$ cat src/rtl/mult32x32_dot_pkg.sv
// ---------------------------------------------------------------------------
// mult32x32_dot_pkg
//
// Shared types and constants for the dot-product sequencer that wraps
// mult32x32_fast. The sequencer top (mult32x32_dot_seq) and its operand FIFO
// (mult32x32_dot_fifo) both import this package.
//
// Contents:
//   OP_W      - operand width fed to the multiplier (32)
//   PROD_W    - product / accumulator width (64)
//   state_t   - sequencer FSM states
//   operand_t - one buffered operand pair plus its end-of-dot-product tag
// ---------------------------------------------------------------------------
package mult32x32_dot_pkg;

    localparam int OP_W   = 32;
    localparam int PROD_W = 64;

    // Sequencer states. A term walks IDLE -> ISSUE -> WAIT_HI -> WAIT_LO and
    // either returns to IDLE for the next term or parks in OUT until the
    // finished sum has been taken by the consumer.
    typedef enum logic [2:0] {
        IDLE    = 3'd0,
        ISSUE   = 3'd1,
        WAIT_HI = 3'd2,
        WAIT_LO = 3'd3,
        OUT     = 3'd4
    } state_t;

    // One operand pair as stored in the FIFO. 'last' marks the final term
    // of the current dot product.
    typedef struct packed {
        logic            last;
        logic [OP_W-1:0] a;
        logic [OP_W-1:0] b;
    } operand_t;

endpackage

$ cat src/rtl/mult32x32_dot_fifo.sv
// ---------------------------------------------------------------------------
// mult32x32_dot_fifo
//
// Synchronous FIFO of operand_t entries used to buffer operand pairs ahead of
// the multiplier. Pointers carry one extra wrap bit so that full and empty
// can be told apart when the index bits are equal.
//
// Ports:
//   clk       - rising-edge clock
//   reset     - asynchronous active-low reset (0 = FIFO emptied)
//   push      - write push_data this cycle (ignored while full)
//   push_data - operand pair to store
//   pop       - drop the head entry this cycle (ignored while empty)
//   pop_data  - current head entry (valid whenever empty = 0)
//   full      - DEPTH entries stored, registered state only
//   empty     - no entries stored, registered state only
//
// A push and a pop in the same cycle are both honoured. When the FIFO is
// full the push is refused even if a pop happens in the same cycle, which
// matches the upstream in_ready = !full handshake.
// ---------------------------------------------------------------------------
module mult32x32_dot_fifo
    import mult32x32_dot_pkg::*;
#(
    parameter int DEPTH = 4
) (
    input  logic     clk,
    input  logic     reset,
    input  logic     push,
    input  operand_t push_data,
    input  logic     pop,
    output operand_t pop_data,
    output logic     full,
    output logic     empty
);

    localparam int PTR_W = $clog2(DEPTH);
    localparam logic [PTR_W:0] PTR_ONE = (PTR_W + 1)'(1);

    logic [PTR_W:0] wr_ptr_q, wr_ptr_d;
    logic [PTR_W:0] rd_ptr_q, rd_ptr_d;
    operand_t       mem_q [DEPTH];
    operand_t       mem_d [DEPTH];

    logic push_ok;
    logic pop_ok;

    // Flags come straight from the registered pointers: equal pointers mean
    // empty, equal index bits with differing wrap bits mean full.
    always_comb begin
        empty    = (wr_ptr_q == rd_ptr_q);
        full     = (wr_ptr_q[PTR_W] != rd_ptr_q[PTR_W]) &&
                   (wr_ptr_q[PTR_W-1:0] == rd_ptr_q[PTR_W-1:0]);
        push_ok  = push && !full;
        pop_ok   = pop && !empty;
        pop_data = mem_q[rd_ptr_q[PTR_W-1:0]];
    end

    // Next-state for the pointers and storage. Each pointer advances only on
    // an accepted operation; the storage slot under the write pointer is
    // overwritten on an accepted push.
    always_comb begin
        wr_ptr_d = wr_ptr_q;
        rd_ptr_d = rd_ptr_q;
        mem_d    = mem_q;
        if (push_ok) begin
            mem_d[wr_ptr_q[PTR_W-1:0]] = push_data;
            wr_ptr_d                   = wr_ptr_q + PTR_ONE;
        end
        if (pop_ok) begin
            rd_ptr_d = rd_ptr_q + PTR_ONE;
        end
    end

    // State register. Reset discards every buffered pair by collapsing the
    // pointers; storage is cleared too so the head never shows stale data.
    always_ff @(posedge clk or negedge reset) begin
        if (!reset) begin
            wr_ptr_q <= '0;
            rd_ptr_q <= '0;
            for (int i = 0; i < DEPTH; i++) begin
                mem_q[i] <= '0;
            end
        end else begin
            wr_ptr_q <= wr_ptr_d;
            rd_ptr_q <= rd_ptr_d;
            mem_q    <= mem_d;
        end
    end

endmodule

$ cat src/rtl/mult32x32_dot_seq.sv
// ---------------------------------------------------------------------------
// mult32x32_dot_seq
//
// Dot-product sequencer placed around mult32x32_fast. Operand pairs arrive
// over a valid/ready handshake and are buffered in a DEPTH-entry FIFO. Each
// pair is handed to the multiplier with a one-cycle start pulse, and its
// 64-bit product is added to a running sum when the multiplier's busy
// falls. When the pair tagged 'last' completes, the sum and the number of
// terms are offered on a valid/ready output and held until taken.
//
// Ports:
//   clk, reset             - rising-edge clock, async active-low reset
//   in_valid/in_ready      - operand pair handshake (in_ready = !full)
//   in_a, in_b, in_last    - unsigned operands and end-of-sum tag
//   mul_start              - one-cycle start pulse to the multiplier
//   mul_a, mul_b           - operands to the multiplier, held from issue
//                            until the next pop
//   mul_busy, mul_product  - multiplier status and 64-bit result
//   out_valid/out_ready    - finished-sum handshake
//   out_sum                - accumulated sum, modulo 2^64
//   out_count              - number of terms in the sum, saturating
// ---------------------------------------------------------------------------
module mult32x32_dot_seq
    import mult32x32_dot_pkg::*;
#(
    parameter int DEPTH = 4,
    parameter int CNT_W = 8
) (
    input  logic              clk,
    input  logic              reset,
    input  logic              in_valid,
    output logic              in_ready,
    input  logic [OP_W-1:0]   in_a,
    input  logic [OP_W-1:0]   in_b,
    input  logic              in_last,
    output logic              mul_start,
    output logic [OP_W-1:0]   mul_a,
    output logic [OP_W-1:0]   mul_b,
    input  logic              mul_busy,
    input  logic [PROD_W-1:0] mul_product,
    output logic              out_valid,
    input  logic              out_ready,
    output logic [PROD_W-1:0] out_sum,
    output logic [CNT_W-1:0]  out_count
);

    localparam logic [CNT_W-1:0] CNT_MAX = '1;
    localparam logic [CNT_W-1:0] CNT_ONE = CNT_W'(1);

    state_t              state_q, state_d;
    logic [PROD_W-1:0]   acc_q, acc_d;
    logic [CNT_W-1:0]    count_q, count_d;
    logic [OP_W-1:0]     mul_a_q, mul_a_d;
    logic [OP_W-1:0]     mul_b_q, mul_b_d;
    logic                last_q, last_d;

    logic                fifo_push;
    logic                fifo_pop;
    logic                fifo_full;
    logic                fifo_empty;
    operand_t            fifo_in;
    operand_t            fifo_head;

    // Upstream handshake. in_ready depends only on the registered FIFO
    // pointers, so a pop in the same cycle never opens a slot early.
    always_comb begin
        in_ready     = !fifo_full;
        fifo_push    = in_valid && in_ready;
        fifo_in.last = in_last;
        fifo_in.a    = in_a;
        fifo_in.b    = in_b;
    end

    mult32x32_dot_fifo #(
        .DEPTH (DEPTH)
    ) u_fifo (
        .clk       (clk),
        .reset     (reset),
        .push      (fifo_push),
        .push_data (fifo_in),
        .pop       (fifo_pop),
        .pop_data  (fifo_head),
        .full      (fifo_full),
        .empty     (fifo_empty)
    );

    // Sequencer next-state and outputs.
    //  - IDLE latches the FIFO head into the operand registers as it pops.
    //  - ISSUE is the only state that raises mul_start, giving one pulse.
    //  - WAIT_HI waits for the multiplier to acknowledge with busy so that
    //    the still-low busy from before the start is not taken as done.
    //  - WAIT_LO captures the product on the first cycle busy is low again.
    //  - OUT holds the sum until the consumer takes it; the FIFO keeps
    //    filling meanwhile but nothing new is issued.
    always_comb begin
        state_d   = state_q;
        acc_d     = acc_q;
        count_d   = count_q;
        mul_a_d   = mul_a_q;
        mul_b_d   = mul_b_q;
        last_d    = last_q;
        fifo_pop  = 1'b0;
        mul_start = 1'b0;
        out_valid = 1'b0;

        case (state_q)
            IDLE: begin
                if (!fifo_empty) begin
                    fifo_pop = 1'b1;
                    mul_a_d  = fifo_head.a;
                    mul_b_d  = fifo_head.b;
                    last_d   = fifo_head.last;
                    state_d  = ISSUE;
                end
            end
            ISSUE: begin
                mul_start = 1'b1;
                state_d   = WAIT_HI;
            end
            WAIT_HI: begin
                if (mul_busy) begin
                    state_d = WAIT_LO;
                end
            end
            WAIT_LO: begin
                if (!mul_busy) begin
                    acc_d = acc_q + mul_product;
                    if (count_q != CNT_MAX) begin
                        count_d = count_q + CNT_ONE;
                    end
                    state_d = last_q ? OUT : IDLE;
                end
            end
            OUT: begin
                out_valid = 1'b1;
                if (out_ready) begin
                    acc_d   = '0;
                    count_d = '0;
                    state_d = IDLE;
                end
            end
            default: begin
                state_d = IDLE;
            end
        endcase
    end

    // The sum and count are presented straight from their registers, which
    // only change in WAIT_LO or on the OUT handshake, so they stay stable
    // while out_valid waits for out_ready.
    always_comb begin
        mul_a     = mul_a_q;
        mul_b     = mul_b_q;
        out_sum   = acc_q;
        out_count = count_q;
    end

    // State register. Reset throws away any partial sum; the multiplier is
    // reset by the same signal so no stale busy can arrive afterwards.
    always_ff @(posedge clk or negedge reset) begin
        if (!reset) begin
            state_q <= IDLE;
            acc_q   <= '0;
            count_q <= '0;
            mul_a_q <= '0;
            mul_b_q <= '0;
            last_q  <= 1'b0;
        end else begin
            state_q <= state_d;
            acc_q   <= acc_d;
            count_q <= count_d;
            mul_a_q <= mul_a_d;
            mul_b_q <= mul_b_d;
            last_q  <= last_d;
        end
    end

endmodule
$ cat config.mk
export PLATFORM = sky130hd
export DESIGN_NAME = mult32x32_dot_seq
export DESIGN_NICKNAME = d
export VERILOG_FILES = /design/src/rtl/mult32x32_dot_pkg.sv /design/src/rtl/mult32x32_dot_fifo.sv /design/src/rtl/mult32x32_dot_seq.sv
export SDC_FILE = /design/constraint.sdc
export NUM_CORES = 1
export LEC_CHECK = 0
export ABC_CLOCK_PERIOD_IN_PS = 3900
export CORE_AREA = 2 2 174 219
export CTS_BUF_LIST = sky130_fd_sc_hd__clkbuf_4 sky130_fd_sc_hd__clkbuf_8 sky130_fd_sc_hd__clkbuf_16
export CTS_CLUSTER_SIZE = 8
export DETAILED_ROUTE_END_ITERATION = 16
export DIE_AREA = 0 0 176 221
export GPL_ROUTABILITY_DRIVEN = 0
export PLACE_DENSITY = 0.8
export REMOVE_ABC_BUFFERS = 1
export SLEW_MARGIN = 30
export SYNTH_ARGS = -nofsm -noshare
export SYNTH_HDL_FRONTEND = slang
export SYNTH_SLANG_ARGS = --single-unit
$ cat constraint.sdc
create_clock -name clk -period 3.9 [get_ports clk]
set_input_delay 0.975 -clock clk [delete_from_list [all_inputs] [get_ports clk]]
set_output_delay 0.975 -clock clk [all_outputs]
set_load 0.01 [all_outputs]
# --- Word level (Yosys, flattened, before mapping) ---
# Index checks and enable logic that the tools add are counted.
word_totals:
  out_inout_bits: 139
  in_bits: 134
  register_bits: 406
  elab_cells: 79
classes:
  n_mux: 23
  n_addsub: 4
  reduce_logical: 13
  n_eq_ne: 13
  n_bitwise: 3
  magnitude_cmp: 3
ops:
  columns: ["op", "n"]
  rows:
  - ["$bwmux 260", 1]
  - ["$mux 65", 3]
  - ["$bmux 65 s2", 1]
  - ["$demux 65 s2", 1]
  - ["$mux 64", 2]
  - ["$pmux 64 s2", 1]
  - ["$add 64x64->64", 1]
  - ["$mux 8", 3]
  - ["$pmux 8 s2", 1]
  - ["$mux 3", 5]
  - ["$pmux 3 s5", 1]
  - ["$ne 2x2->1 const B", 5]
  - ["$add 8x1->8 const B", 1]
  - ["$ne 8x8->1 const B", 1]
  - ["$reduce_and 4->1", 2]
  - ["$add 3x1->3 const B", 2]
  - ["$eq 3x2->1 const B", 2]
  - ["$ge 3x3->1 const B", 2]
  - ["$not 2->3", 2]
  - ["$logic_and 1x1->1", 5]
  - ["$mux 1", 4]
  - ["$eq 3x1->1 const B", 1]
  - ["$eq 3x3->1", 1]
  - ["$eq 3x3->1 const B", 1]
  - ["9 further kinds", 10]

# --- Depth between registers and ports, before layout ---
# Gate-level depths: netlist (run 1).
logic_depth:
  word_depth: 6
  mapped_depth: 12
  depth_no_buf: 12

# --- Modules after synthesis ---
# Synthesis (run 1) repeated with hierarchy kept, for this count alone.
unflattened:
  cells_unflattened: 1639
  area_unflattened_um2: 20614.8
by_module_without_submodules:
  columns: ["module", "instances", "area_per_inst_um2", "seq_area_each_um2", "cells_each"]
  rows:
  - ["mult32x32_dot_fifo", 1, 11602.4, 6656.4, 675]
  - ["mult32x32_dot_seq", 1, 9012.4, 3503.4, 964]

# --- Worst setup path before layout (run 1) ---
# Ideal clock, no wire load.
synth_timing:
  path_kind: "input to register"
  from: "in mul_product[0]"
  to: "reg acc_q[60] (netlist: out_sum[60])"
  required_ns: 3.764
  arrival_time_ns: 3.650
  path_stages: 12
  path_buffers: 0
  path_slack_ns: 0.114
  setup_ns: 0.136
  path_cell_list: "ha_1 -> fa_1 -> a21o_1 -> a221oi_1 -> nand3b_4 -> o31a_4 -> o41ai_4 -> a211oi_2 -> o31a_1 -> o21ai_2 -> a311oi_1 -> o41ai_2"
synth_between:
  elab_chain_cells: 3
synth_rtl:
  columns: ["item", "line", "source"]
  rows:
  - ["start: declaration", "mult32x32_dot_seq.sv:40", "input logic [PROD_W-1:0] mul_product,"]
  - ["$add 64x64->64", "mult32x32_dot_seq.sv:127", "acc_d = acc_q + mul_product;"]
  - ["$mux 64", "mult32x32_dot_seq.sv:126", "if (!mul_busy) begin"]
  - ["$pmux 64 s2", "mult32x32_dot_seq.sv:106", "case (state_q)"]
  - ["end signal: assignment", "mult32x32_dot_seq.sv:163", "acc_q <= '0;"]
  - ["end signal: assignment", "mult32x32_dot_seq.sv:170", "acc_q <= acc_d;"]
  - ["end: declaration", "mult32x32_dot_seq.sv:51", "logic [PROD_W-1:0] acc_q, acc_d;"]
# Every way passes these cells. The select of a mux whose other input is x is not followed.
# A chain may end at the register's enable or synchronous reset.

# --- Worst setup path after layout (run 1) ---
layout_timing:
  from: "in mul_product[0]"
  to: "reg acc_q[62] (netlist: out_sum[62])"
# Same word-level chain as after synthesis.

==> results of run 1 <==
cell usage after synthesis, types with 11 or more instances:
master	n	area, µm²
dfrtp_1	406	10200
mux2_2	327	3680
nand2_1	110	413
o21ai_0	86	430
clkbuf_1	79	297
a21oi_1	76	380
ha_1	69	863
mux4_2	65	1460
nor2_1	45	169
nand3_1	41	205
a21o_1	39	293
xnor2_1	33	289
xor2_1	31	272
inv_1	26	97.6
nand4_1	22	138
o21bai_1	15	113
and3_1	11	68.8
nor3_1	11	55.1
worst min-delay path by stage:
stage                        from                 end  slack, ps
3_3_place_gp   u_fifo.rd_ptr_q[2]  u_fifo.rd_ptr_q[2]        480
4_1_cts                     reset          out_sum[7]        420
5_1_grt                     reset          out_sum[7]        440
2_1_floorplan              last_q          state_q[2]        450
3_5_place_dp   u_fifo.rd_ptr_q[2]  u_fifo.rd_ptr_q[2]        480
6_report                    reset          out_sum[7]        390
routing by layer:
| layer | up-vias | part of all wire (%) |
|---|---|---|
| met5 | - | 0.072 |
| met4 | 6 | 3.3 |
| met2 | 521 | 52 |
| met3 | 137 | 7.0 |
| met1 | 7623 | 38 |
| li1 | 6781 | - |
through the flow:
stage	total power (W)	cells	area, µm²	hold slack (ps)
floorplan	0.0148	1532	20100	446
global placement	0.0190	2450	24800	477
detailed placement	0.0194	2450	24800	481
CTS	0.0240	2513	26300	424
global route	0.0253	2515	26300	441
finish	0.0239	2515	26300	386
kinds of logic (layout without fill, tap and decap cells):
kind of cell,Yosys count,after routing,synth area share (%)
compound gates,295,295,9.36
xor+xnor,64,64,2.75
fa+ha+maj,70,70,4.33
buf+inv,113,523,2.08
flops,406,406,49.8
mux,394,394,25.3
simple gates,277,277,6.43
critical path, cell delays in order:
cell	delay, ps
clkdlybuf4s50_1	480
ha_2	220
fa_1	200
a21o_1	160
a221oi_2	60
buf_4	150
nand3b_4	150
o31a_4	310
o41ai_4	380
a211oi_2	120
buf_4	160
o31a_1	280
buf_4	150
o211ai_1	180
mux2i_1	210
nand3_1	90
report_power, final:
| group | internal, W | switching (W) | total (W) | leakage (nW) |
|---|---|---|---|---|
| clock | 0.00256 | 0.00174 | 0.00430 | 0.738 |
| sequential | 0.00638 | 0.00139 | 0.00778 | 4.88 |
| combinational | 0.00662 | 0.00520 | 0.0118 | 5.96 |
| total | 0.0156 | 0.00833 | 0.0239 | 11.6 |
repair_timing:
action | 4_1_cts | 5_1_grt
resized for setup | 0 | 5
setup endpoints to repair | 0 | 9
hold buffers | 0 | 0
buffers inserted | 0 | 2
cell type report:
type	count	area share [%]
Sequential cell	406	38.6
Clock inverter	3	0.290
Timing Repair Buffer	434	15.5
Multi-Input combinational cell	1100	37.5
Clock buffer	60	5.44
Inverter	26	0.371
Tap cell	486	2.31
sequential cells by signal, summed over array words and instances (netlist names):
name,cells
u_fifo.mem_q,260
last_q,1
u_fifo.wr_ptr_q,3
state_q,3
mul_a,32
mul_b,32
out_count,8
out_sum,64
u_fifo.rd_ptr_q,3
==> metrics.yaml, run 1 <==
outcome: "finished, final reports clean"
htreeDepth: 2
cts_root_buffer: "clkbuf_16"
diodes: 0
crit_arrival_ps: 4280
max_freq_mhz: 261
final_core_util_pct: 71.4
cts_tree: "done"
synthCells: 1619
clk_pin_slew_ps: 50
drv_cap: 0
synth_area_um2: 20400
postSynthAreaPerCell_um2: 12.6
final_common_cell: "dfrtp_1"
rsz0062_at_grt: "true"
setup_ws_ps: 73.5
dp_hpwl_um: 36500
regToRegEndpoint: "out_sum[62]"
async_reset_ff_share_pct: 100
irDropWorstVdd_mv: 0.626
firstDrtPassIters: 5
finalHoldViolations: 0
leakage_nw: 11.6
placementRows: 79
required_ps: 4350
initial_utilization_pct: 55.4
core_um2: 36900
fp.dieW_um: 176
wirelength_um: 54400
vias: 15100
final.min_clock_period_ps: 3830
worstSetupStartpointType: "primary input"
clk_latency_ps: 590
grt.busiest_layer: "met2"
tns_ps: 0
r2r_start: "out_sum[4]"
die-area_um2: 38900
syn_to_final_growth_pct: 29.0
grt_usage_pct: 28.4
pre_cts_slack_ps: -555
endpoint: "out_sum[62]"
routedWlPerCell_um: 21.6
multi_input_area_um2: 9870
maxSlewHeadroom_pct: 47.4
ios: 273
seqCellArea_um2: 10200
cp-startpoint: "mul_product[0]"
met2_usage_pct: 50.5
ant_nets: 0
port_buffers: 272
cp_max_fo: 3
cts_buffers: 56
r2r_slack_ps: 550
synth_ff_type: "dfrtp_1"
antenna_found_initial: 3
final_nets: 2228
synth-seq-cells: 406
fillCellCount: 2429
cts_buffer_depth: 3
gr-usage-met3_pct: 6.60
fin_skew_ps: 26.1
gr-total-overflow: 0
synth_edf_count: 0
viasPerCell: 5.99
report.final.slew_viol_count: 0
final_cell_mix: "dfrtp_1, mux2_2, clkdlybuf4s50_1"
ys_seq_area_share_pct: 49.8
grt_max_degree: 90
ys.warnings.count: 0
critPathCaptureType: "flip-flop"
grt_pass1_vias: 16600
met1_usage_pct: 33.5
drc: 0
reg2reg_depth: 14
setup_viol: 0
tightest_slew_ps: 789
hp-class: "primary input to asynchronous set/reset pin"
clock_sinks: 406
drt_iter0_markers: 883
path_class: "primary input to flip-flop"
netlist-cell-type-count: 71
die_h_um: 221
grt_pass1_wl_um: 87800
power_density_nw_per_um2: 907
period_share_pct: 98.1
drive_above_1_share_pct: 31.9
Note: power is estimated with default switching activity, not from simulation.
==> run 2, diff against run 1 <==
--- a/config.mk
+++ b/config.mk
@@ -6,13 +6,12 @@
 export NUM_CORES = 1
 export LEC_CHECK = 0
 export ABC_CLOCK_PERIOD_IN_PS = 3900
-export CORE_AREA = 2 2 174 219
+export CORE_AREA = 2 2 220 276
 export CTS_BUF_LIST = sky130_fd_sc_hd__clkbuf_4 sky130_fd_sc_hd__clkbuf_8 sky130_fd_sc_hd__clkbuf_16
-export CTS_CLUSTER_SIZE = 8
+export CTS_CLUSTER_SIZE = 20
 export DETAILED_ROUTE_END_ITERATION = 16
-export DIE_AREA = 0 0 176 221
+export DIE_AREA = 0 0 222 278
 export GPL_ROUTABILITY_DRIVEN = 0
-export PLACE_DENSITY = 0.8
 export REMOVE_ABC_BUFFERS = 1
 export SLEW_MARGIN = 30
 export SYNTH_ARGS = -nofsm -noshare
==> run 2 against run 1 <==
  * Global-route usage decreased by 9.4 points
  * Highest routed layer unchanged
  * Count of clock-buffer cells in the layout grew 6
  * Wire length is 7.2% higher
==> metrics.yaml, run 2 (synthesis gave the netlist of run 1 again) <==
grt.busiest_layer: "met2"
hp-class: "primary input to asynchronous set/reset pin"
r2r_start: "out_sum[10]"
drc: 0
gr-usage-met3_pct: 5.33
port_buffers: 272
report.final.slew_viol_count: 0
total_power_w: 0.0241
outcome: "finished, final reports clean"
instances_no_fill: 2830
initial_utilization_pct: 34.5
core_um2: 59200
antenna_found_initial: 8
firstDrtPassIters: 5
slowest_stage: "o311a_2"
drv_cap: 0
multi_input_area_um2: 9890
fin_skew_ps: 33.3
finalHoldViolations: 0
cp_max_fo: 2
fp.dieW_um: 222
period_share_pct: 96.2
irDropWorstVdd_mv: 0.533
fillCellCount: 5437
postCtsSetupBuffers: 0
regMostFlops: "u_fifo.mem_q"
grt_max_degree: 82
dp_cells: 2747
grt_pass1_vias: 16100
cp_slowest_stage_delay_ps: 440
cp-startpoint: "mul_product[10]"
cts_buffer_depth: 3
clk_pin_slew_ps: 60
grt_usage_pct: 19.0
timing.hold.ws_ps: 407
drive_above_1_share_pct: 33.1
dp_hpwl_um: 40700
viasPerCell: 5.23
reg2reg_depth: 12
met2_usage_pct: 33.8
syn_to_final_growth_pct: 31.7
cts_buffers: 45
htreeDepth: 2
path_depth: 13
worstPathCellList: "clkdlybuf4s50_1, ha_1, a21o_1, o21bai_1, a311oi_1, nor3_1, buf_4, a2111oi_1, a21oi_1, o311a_2, a21oi_4, mux2i_1, o211ai_1"
clk_latency_ps: 590
path_class: "primary input to flip-flop"
r2r_slack_ps: 560
final_common_cell: "dfrtp_1"
max_freq_mhz: 267
cts_root_buffer: "clkbuf_16"
cts_tree: "done"
largest_reg_flops: 260
cp_top_family: "compound AO/OA/AOI/OAI gates"
regToRegEndpoint: "out_sum[63]"
final_cell_mix: "dfrtp_1, mux2_2, clkdlybuf4s50_1"
crit_arrival_ps: 4200
ant_nets: 0
vias: 14800
power_density_nw_per_um2: 896
critPathCaptureType: "flip-flop"
tns_ps: 0
routedWlPerCell_um: 20.6
gr-total-overflow: 0
seqCellArea_um2: 10200
die_h_um: 278
placementRows: 100
clock_sinks: 406
diodes: 0
met1_usage_pct: 22.2
ios: 273
crit_buf_inv: 2
drt_iter0_markers: 716
endpoint: "out_sum[63]"
final_nets: 2233
final.min_clock_period_ps: 3750
die-area_um2: 61700
grt_pass1_wl_um: 92000
maxSlewHeadroom_pct: 40.7
worstSetupStartpointType: "primary input"
tightest_slew_ps: 890
rsz0062_at_grt: "false"
wirelength_um: 58300
setup_viol: 0
required_ps: 4350
leakage_nw: 11.7
## run 2: worst min path at each step
stage,startpoint,cells past startpoint,slack [ps],end
2_1_floorplan,last_q,2,450,state_q[2]
3_3_place_gp,u_fifo.wr_ptr_q[2],1,480,u_fifo.wr_ptr_q[2]
3_5_place_dp,u_fifo.wr_ptr_q[2],1,490,u_fifo.wr_ptr_q[2]
4_1_cts,reset,1,390,u_fifo.mem_q[150]
5_1_grt,reset,1,410,u_fifo.mem_q[150]
6_report,reset,1,410,out_sum[4]
## run 2: cell type report
type / instances / area share, %
well taps: 765 / 3.56
repair buffers: 450 / 15.6
clock buffers: 66 / 5.05
flip-flops and latches: 406 / 37.8
inverters: 26 / 0.363
multi-input cells: 1100 / 36.8
clock inverters: 17 / 0.782
## run 2: repair_timing
action / 4_1_cts / 5_1_grt
gates resized for setup: 0 / 4
hold buffers: 0 / 0
endpoints found under the setup margin: 0 / 9
## run 2: worst register-to-register path, cell delays in order, from the launching register on
cell       delay, ps
dfrtp_1          410
ha_1             300
a21o_1           190
o21bai_1         210
a311oi_1         410
nor3_1           120
buf_4            160
a2111oi_1        350
a21oi_1          160
o311a_2          450
a21oi_4          160
mux2i_1          200
o211ai_1         100
## run 2: routing by layer
layer  share of wire, %  wire [µm]
met3                6.8       3940
met2                 50      29300
met5               0.17        102
met4                2.6       1520
met1                 40      23400
## run 2: power by group
| part | internal [W] | switching (W) | leakage (nW) |
|---|---|---|---|
| registers | 0.00637 | 0.00123 | 4.88 |
| logic | 0.00669 | 0.00537 | 6.08 |
| clock network | 0.00258 | 0.00184 | 0.746 |
## run 2: per-stage QoR
step | util, % | setup WS (ps) | area [µm²]
after floorplan | - | -6400 | 20100
after global placement | 42.7 | -443 | 25300
after detailed placement | 42.7 | -470 | 25300
after CTS | 45.4 | 127 | 26900
after global routing | 45.4 | 0.956 | 26900
final | 45.4 | 148 | 26900
==> run 3, diff against run 2 <==
--- a/config.mk
+++ b/config.mk
@@ -12,6 +12,7 @@
 export DETAILED_ROUTE_END_ITERATION = 16
 export DIE_AREA = 0 0 222 278
 export GPL_ROUTABILITY_DRIVEN = 0
+export HOLD_SLACK_MARGIN = 0.05
 export REMOVE_ABC_BUFFERS = 1
 export SLEW_MARGIN = 30
 export SYNTH_ARGS = -nofsm -noshare
==> results of run 3 <==
The final DEF is identical to that of run 2; final timing and power are the same.
